===== config.mk =====
export PLATFORM = sky130hd
export DESIGN_NAME = codec_cfg_seq
export DESIGN_NICKNAME = d
export VERILOG_FILES = /design/src/rtl/codec_cfg_pkg.sv /design/src/rtl/codec_cmd_shifter.sv /design/src/rtl/codec_cfg_seq.sv
export SDC_FILE = /design/constraint.sdc
export NUM_CORES = 1
export LEC_CHECK = 0
export CAP_MARGIN = 20
export CORE_ASPECT_RATIO = 0.5
export CORE_UTILIZATION = 30
export DETAILED_ROUTE_END_ITERATION = 8
export HOLD_SLACK_MARGIN = 0.08
export SYNTH_ARGS = -nofsm -noshare
export SYNTH_HDL_FRONTEND = slang
export SYNTH_SLANG_ARGS = --single-unit

===== constraint.sdc =====
create_clock -name clk -period 2 [get_ports clk]
set_clock_uncertainty 0.2 [all_clocks]
set_input_delay 0.3 -clock clk [delete_from_list [all_inputs] [get_ports clk]]
set_output_delay 0.3 -clock clk [all_outputs]
set_load 0.01 [all_outputs]

===== src/rtl/codec_cfg_pkg.sv =====
// Shared constants for the WM8731 3-wire configuration sequencer.
// Optional single-write port is enabled by CODEC_CFG_WRITE_PORT_EN.
package codec_cfg_pkg;

    localparam int WORD_W = 16;

    localparam logic [2:0] ST_IDLE  = 3'd0;
    localparam logic [2:0] ST_LOAD  = 3'd1;
    localparam logic [2:0] ST_SHIFT = 3'd2;
    localparam logic [2:0] ST_LATCH = 3'd3;
    localparam logic [2:0] ST_DONE  = 3'd4;

    localparam logic [6:0] REG_R0  = 7'd0;
    localparam logic [6:0] REG_R1  = 7'd1;
    localparam logic [6:0] REG_R2  = 7'd2;
    localparam logic [6:0] REG_R3  = 7'd3;
    localparam logic [6:0] REG_R4  = 7'd4;
    localparam logic [6:0] REG_R5  = 7'd5;
    localparam logic [6:0] REG_R6  = 7'd6;
    localparam logic [6:0] REG_R7  = 7'd7;
    localparam logic [6:0] REG_R8  = 7'd8;
    localparam logic [6:0] REG_R9  = 7'd9;
    localparam logic [6:0] REG_R15 = 7'd15;

    // Power-up order: reset first, activate last.
    localparam logic [0:15][WORD_W-1:0] CFG_TABLE = '{
        {REG_R15, 9'h000},
        {REG_R6,  9'h010},
        {REG_R0,  9'h017},
        {REG_R1,  9'h017},
        {REG_R2,  9'h079},
        {REG_R3,  9'h079},
        {REG_R4,  9'h012},
        {REG_R5,  9'h000},
        {REG_R7,  9'h002},
        {REG_R9,  9'h001},
        16'h0000, 16'h0000, 16'h0000,
        16'h0000, 16'h0000, 16'h0000
    };

    function automatic logic [WORD_W-1:0] cfg_word(input logic [3:0] i);
        return CFG_TABLE[i];
    endfunction

endpackage


===== src/rtl/codec_cmd_shifter.sv =====
// 16-bit load/shift-left command register; MSB drives the codec data pin.
// Shifting in zeros leaves the register cleared after a full word.
module codec_cmd_shifter
    import codec_cfg_pkg::*;
(
    input  logic              clk,
    input  logic              reset,
    input  logic              load_i,
    input  logic              shift_i,
    input  logic [WORD_W-1:0] word_i,
    output logic              msb_o
);

    logic [WORD_W-1:0] sr_q;

    always_ff @(posedge clk) begin
        if (reset) begin
            sr_q <= '0;
        end else if (load_i) begin
            sr_q <= word_i;
        end else if (shift_i) begin
            sr_q <= {sr_q[WORD_W-2:0], 1'b0};
        end
    end

    assign msb_o = sr_q[WORD_W-1];

endmodule


===== src/rtl/codec_cfg_seq.sv =====
// WM8731 3-wire power-up configuration sequencer.
// Define CODEC_CFG_WRITE_PORT_EN to add the single-word user write port.
module codec_cfg_seq
    import codec_cfg_pkg::*;
#(
    parameter int CLK_DIV = 4,
    parameter int N_REGS  = 10
) (
    input  logic        clk,
    input  logic        reset,
    input  logic        start,
    output logic        busy,
    output logic        done,
    output logic [3:0]  idx,
    output logic        sclk,
    output logic        sdin,
    output logic        csb
`ifdef CODEC_CFG_WRITE_PORT_EN
    ,
    input  logic        wr_req,
    input  logic [15:0] wr_word,
    output logic        wr_ack
`endif
);

    localparam logic [7:0] DIV_M1 = 8'(CLK_DIV - 1);
    localparam logic [3:0] LAST   = 4'(N_REGS - 1);

    logic [2:0] state_q, state_d;
    logic [7:0] cnt_q, cnt_d;
    logic [3:0] bit_q, bit_d;
    logic       half_q, half_d;
    logic [3:0] idx_q, idx_d;
    logic       sclk_q, sclk_d;
    logic       csb_q, csb_d;
    logic       busy_q, busy_d;
    logic       done_q, done_d;
    logic       ld, sh;
    logic [WORD_W-1:0] ld_word;
`ifdef CODEC_CFG_WRITE_PORT_EN
    logic       usr_q, usr_d;
    logic       ack_q, ack_d;
`endif

    always_comb begin
        state_d = state_q;
        cnt_d   = cnt_q;
        bit_d   = bit_q;
        half_d  = half_q;
        idx_d   = idx_q;
        sclk_d  = sclk_q;
        csb_d   = csb_q;
        busy_d  = busy_q;
        done_d  = 1'b0;
        ld      = 1'b0;
        sh      = 1'b0;
        ld_word = cfg_word(idx_q);
`ifdef CODEC_CFG_WRITE_PORT_EN
        usr_d   = usr_q;
        ack_d   = 1'b0;
`endif
        unique case (state_q)
            ST_IDLE: begin
                csb_d  = 1'b1;
                sclk_d = 1'b0;
                busy_d = 1'b0;
                if (start) begin
                    state_d = ST_LOAD;
                    idx_d   = 4'd0;
                    ld      = 1'b1;
                    ld_word = cfg_word(4'd0);
                    csb_d   = 1'b0;
                    busy_d  = 1'b1;
`ifdef CODEC_CFG_WRITE_PORT_EN
                    usr_d   = 1'b0;
                end else if (wr_req) begin
                    state_d = ST_LOAD;
                    ld      = 1'b1;
                    ld_word = wr_word;
                    csb_d   = 1'b0;
                    busy_d  = 1'b1;
                    usr_d   = 1'b1;
`endif
                end
            end
            ST_LOAD: begin
                state_d = ST_SHIFT;
                cnt_d   = 8'd0;
                half_d  = 1'b0;
                bit_d   = 4'd0;
            end
            ST_SHIFT: begin
                if (cnt_q == DIV_M1) begin
                    cnt_d = 8'd0;
                    if (!half_q) begin
                        half_d = 1'b1;
                        sclk_d = 1'b1;
                    end else begin
                        // Shift on the falling SCLK edge keeps SDIN centred on the rise.
                        sh     = 1'b1;
                        half_d = 1'b0;
                        sclk_d = 1'b0;
                        if (bit_q == 4'd15) begin
                            state_d = ST_LATCH;
                            csb_d   = 1'b1;
                        end else begin
                            bit_d = bit_q + 4'd1;
                        end
                    end
                end else begin
                    cnt_d = cnt_q + 8'd1;
                end
            end
            ST_LATCH: begin
                if (cnt_q == DIV_M1) begin
                    cnt_d = 8'd0;
`ifdef CODEC_CFG_WRITE_PORT_EN
                    if (usr_q) begin
                        state_d = ST_IDLE;
                        busy_d  = 1'b0;
                        ack_d   = 1'b1;
                        usr_d   = 1'b0;
                    end else
`endif
                    if (idx_q == LAST) begin
                        state_d = ST_DONE;
                        done_d  = 1'b1;
                    end else begin
                        idx_d   = idx_q + 4'd1;
                        state_d = ST_LOAD;
                        ld      = 1'b1;
                        ld_word = cfg_word(idx_q + 4'd1);
                        csb_d   = 1'b0;
                    end
                end else begin
                    cnt_d = cnt_q + 8'd1;
                end
            end
            ST_DONE: begin
                state_d = ST_IDLE;
                busy_d  = 1'b0;
            end
            default: begin
                state_d = ST_IDLE;
            end
        endcase
    end

    always_ff @(posedge clk) begin
        if (reset) begin
            state_q <= ST_IDLE;
            cnt_q   <= 8'd0;
            bit_q   <= 4'd0;
            half_q  <= 1'b0;
            idx_q   <= 4'd0;
            sclk_q  <= 1'b0;
            csb_q   <= 1'b1;
            busy_q  <= 1'b0;
            done_q  <= 1'b0;
        end else begin
            state_q <= state_d;
            cnt_q   <= cnt_d;
            bit_q   <= bit_d;
            half_q  <= half_d;
            idx_q   <= idx_d;
            sclk_q  <= sclk_d;
            csb_q   <= csb_d;
            busy_q  <= busy_d;
            done_q  <= done_d;
        end
    end

`ifdef CODEC_CFG_WRITE_PORT_EN
    always_ff @(posedge clk) begin
        if (reset) begin
            usr_q <= 1'b0;
            ack_q <= 1'b0;
        end else begin
            usr_q <= usr_d;
            ack_q <= ack_d;
        end
    end

    assign wr_ack = ack_q;
`endif

    codec_cmd_shifter u_shifter (
        .clk     (clk),
        .reset   (reset),
        .load_i  (ld),
        .shift_i (sh),
        .word_i  (ld_word),
        .msb_o   (sdin)
    );

    assign busy = busy_q;
    assign done = done_q;
    assign idx  = idx_q;
    assign sclk = sclk_q;
    assign csb  = csb_q;

endmodule


==> metrics.md <==
| Metric | Value |
|---|---|
| Pwr/cell area | `652.8 nW/um2` |
| Root buffer cell | `clkbuf_16` |
| Synth area leader | `dfxtp_1` |
| Crit path max fanout | `6` |
| Post-synthesis xor/xnor area fraction | `0.01595` |
| DP Worst Slack | `-0.06929 ns` |
| CTS H-Tree Depth | `2` |
| Syn Area/Cell | `8.483 um2` |
| Area Growth Syn to Fin | `33.71%` |
| Min-delay worst type | `register to register` |
| Post-synthesis simple-gate area fraction | `0.2483` |
| # diodes | `0` |
| Max-slew headroom | `0.6869` |
| Hold buffer count at CTS | `0` |
| Detailed Routing Iterations Pass 1 | `4` |
| Placed Cells incl. Taps | `383` |
| EDFF count, synth | `0` |
| Async set-reset flop share out of synthesis | `0` |
| Max-slew violations | `0` |
| Max-Cap Viols | `0` |
| CTS tree | `done` |
| Non-filler cells, final | `398` |
| Post-Syn Nets | `273` |
| Synth Area in Compound Gates | `0.2107` |
| WP data required | `2.01 ns` |
| Number of port buffers | `11` |
| Final worst setup slack | `0.03144 ns` |
| Ys Warns | `0` |
| Num Clock Sinks | `40` |
| Hold_ws | `0.2503 ns` |
| Startpoint Class | `register` |
| Fmax achieved | `0.5080 GHz` |
| Vias in the first global route | `1,985` |
| CP endpoint kind | `register` |
| Bufs on Longest Clock Path | `2` |
| Mapped Cells | `259` |
| Synth top area share | `0.3645` |
| Final setup viols | `0` |
| Final hold vios | `0` |
| Die area | `7691 um2` |
| Total CTS buffers | `5` |
| CP bufs+invs | `1` |
| Adder-cell share of the synthesized area | `0.06264` |
| Dpl hpwl | `4129 um` |
| Starting Density | `0.3192` |
| Most frequent cells after synthesis | `dfxtp_1 (40), nand2_1 (27), a21oi_1 (23)` |
| Die Ht | `62.52 um` |
| Largest net degree at the start of global routing | `17` |
| Post-synthesis mux area share | `0.06036` |
| Number of antenna violations at the first check in global routing | `0` |
| Ranking of synthesized cells by area | `dfxtp_1 (36%), ha_1 (6.3%), a21oi_1 (5.2%)` |
| Clock transition at the registers of the reported paths | `0.06 ns` |
| Critical Path, Cell by Cell | `ha_4 > nor4b_4 > buf_4 > and4_4 > a21oi_2 > or4_1 > a21oi_1` |
| Post-layout util | `0.4268` |
| Main combinational cell family by area after synthesis | `simple AND/OR/NAND/NOR gates` |
| CORE AREA | `6884 um2` |
| Global-route wire length before repair | `9404 um` |
| Drt via density | `5.317` |
| Final Cycle Share | `0.9843` |
| Gr usage total | `0.1533` |
| Clock latency on the worst-skew pair | `0.28 ns` |
| Yosys cell types | `56` |
| Max IR drop VDD | `0.0004342 V` |
| Grt ovf | `0` |
| Post-Synthesis Cell Area | `2197 um2` |
| DRC viols | `0` |
| Most common cell in the netlist | `dfxtp_1` |
| Row count | `21` |
| Die width | `123.0 um` |
| Crit path arrival time | `1.98 ns` |
| Tmin final | `1.969 ns` |
| Initial drt markers | `106` |
| Ports | `12` |
| Final WL | `5605 um` |
| CP max stage delay | `0.40 ns` |
| Post-route ant nets | `0` |
| Critical-path top delay cell | `or4_1` |
| Seq/Total Area, Yosys | `0.3645` |
| Final net count | `319` |
| Via Count | `2,116` |
| Leak Pwr | `0.001160 uW` |
| Synth Register Bits | `40` |
| Avg WL per Cell | `14.08 um` |
| Slew @ Worst Pin | `0.4682 ns` |
| Top FF cell, synth | `dfxtp_1` |
| Gpl congestion | `0.8425` |
| Fraction of layout cells with a size suffix above 1 | `0.2614` |
| Fill cells | `680` |
| Status | `completed` |
| RSZ-0062 raised after global routing | `true` |
| Critical path's top delay family | `simple AND/OR/NAND/NOR gates` |
| Critical path class | `register to register` |
per-layer routing:
metal  track usage  vias up  wire length, um
met3       0.04106        2              197
li1              -     1055                -
met1        0.1996     1020             2671
met5             0        -                0
met2        0.2535       39             2706
met4       0.03163        0               29
registers in the layout (all words and copies together), names as in the netlist:
name / cells
csb: 1
bit_q: 4
busy: 1
done: 1
idx: 4
state_q: 3
sclk: 1
cnt_q: 8
half_q: 1
u_shifter.sr_q: 16
cells by family after synthesis:
kind of cell | count (synthesis)
and+or+nand+nor | 99
AOI/OAI and AO/OA | 72
DFF | 40
buffers and inverters | 20
muxes | 13
adders and majority gates | 11
xor gates and xnor gates | 4
placed cells by master, fill, tap and decap left out, types with 3 or more instances in the layout:
cell,n
nand2_1,26
a311oi_1,5
a21oi_1,23
nor3b_1,3
clkdlybuf4s50_1,11
and3_1,5
nor3_1,9
clkbuf_16,6
o21ai_0,16
nand4_1,3
ha_1,8
nor2_1,12
a41oi_1,3
dfxtp_1,36
inv_1,5
nor3_2,4
nand3_1,9
buf_4,41
a31oi_1,4
mux2i_1,11
what timing repair did:
action | in CTS | in global routing
gates cloned | 0 | 0
endpoints found under the setup margin | 14 | 29
pin swaps | 1 | 3
gates resized for setup | 6 | 14
setup buffers | 1 | 6
path summary, 6_finish.rpt:
kind                            from                  to  slack [ns]  depth (start not counted)
hold reg to reg   u_shifter.sr_q[15]  u_shifter.sr_q[15]        0.25                          2
setup / recovery            cnt_q[0]            bit_q[0]        0.03                          7
hold / removal    u_shifter.sr_q[15]  u_shifter.sr_q[15]        0.25                          2
setup reg to reg            cnt_q[0]            bit_q[0]        0.03                          7
final cells by class:
class                   instances  area [um2]  share of cell area
clock buffers                   7       153.9             0.05239
clock inverters                 1       5.005            0.001704
inverters                       6       25.02            0.008518
multi-input cells             199        1399              0.4761
flip-flops and latches         40       810.8              0.2760
well taps                      92       115.1             0.03918
repair buffers                 53       429.2              0.1461
metrics by stage:
stage / TNS (ns) / total power (uW) / area [um2]
finish: 0 / 1918 / 2938
global route: -0.1059 / 2005 / 2938
CTS: -0.1418 / 1922 / 2826
detailed placement: -0.3566 / 1070 / 2641
global placement: -0.04870 / 1065 / 2641
floorplan: 0 / 974.4 / 2223
worst register-to-register path, stage by stage (launching register included):
cell and delay (ns):
dfxtp_2 0.36, ha_4 0.14, nor4b_4 0.18, buf_4 0.18, and4_4 0.24, a21oi_2 0.06
or4_1 0.40, a21oi_1 0.15
power by group:
part	internal, uW	switching, uW	total (uW)
combinational	106	123	229
clock	536	315	851
sequential	818	20.3	838
Note: power is estimated with default switching activity, not from simulation.
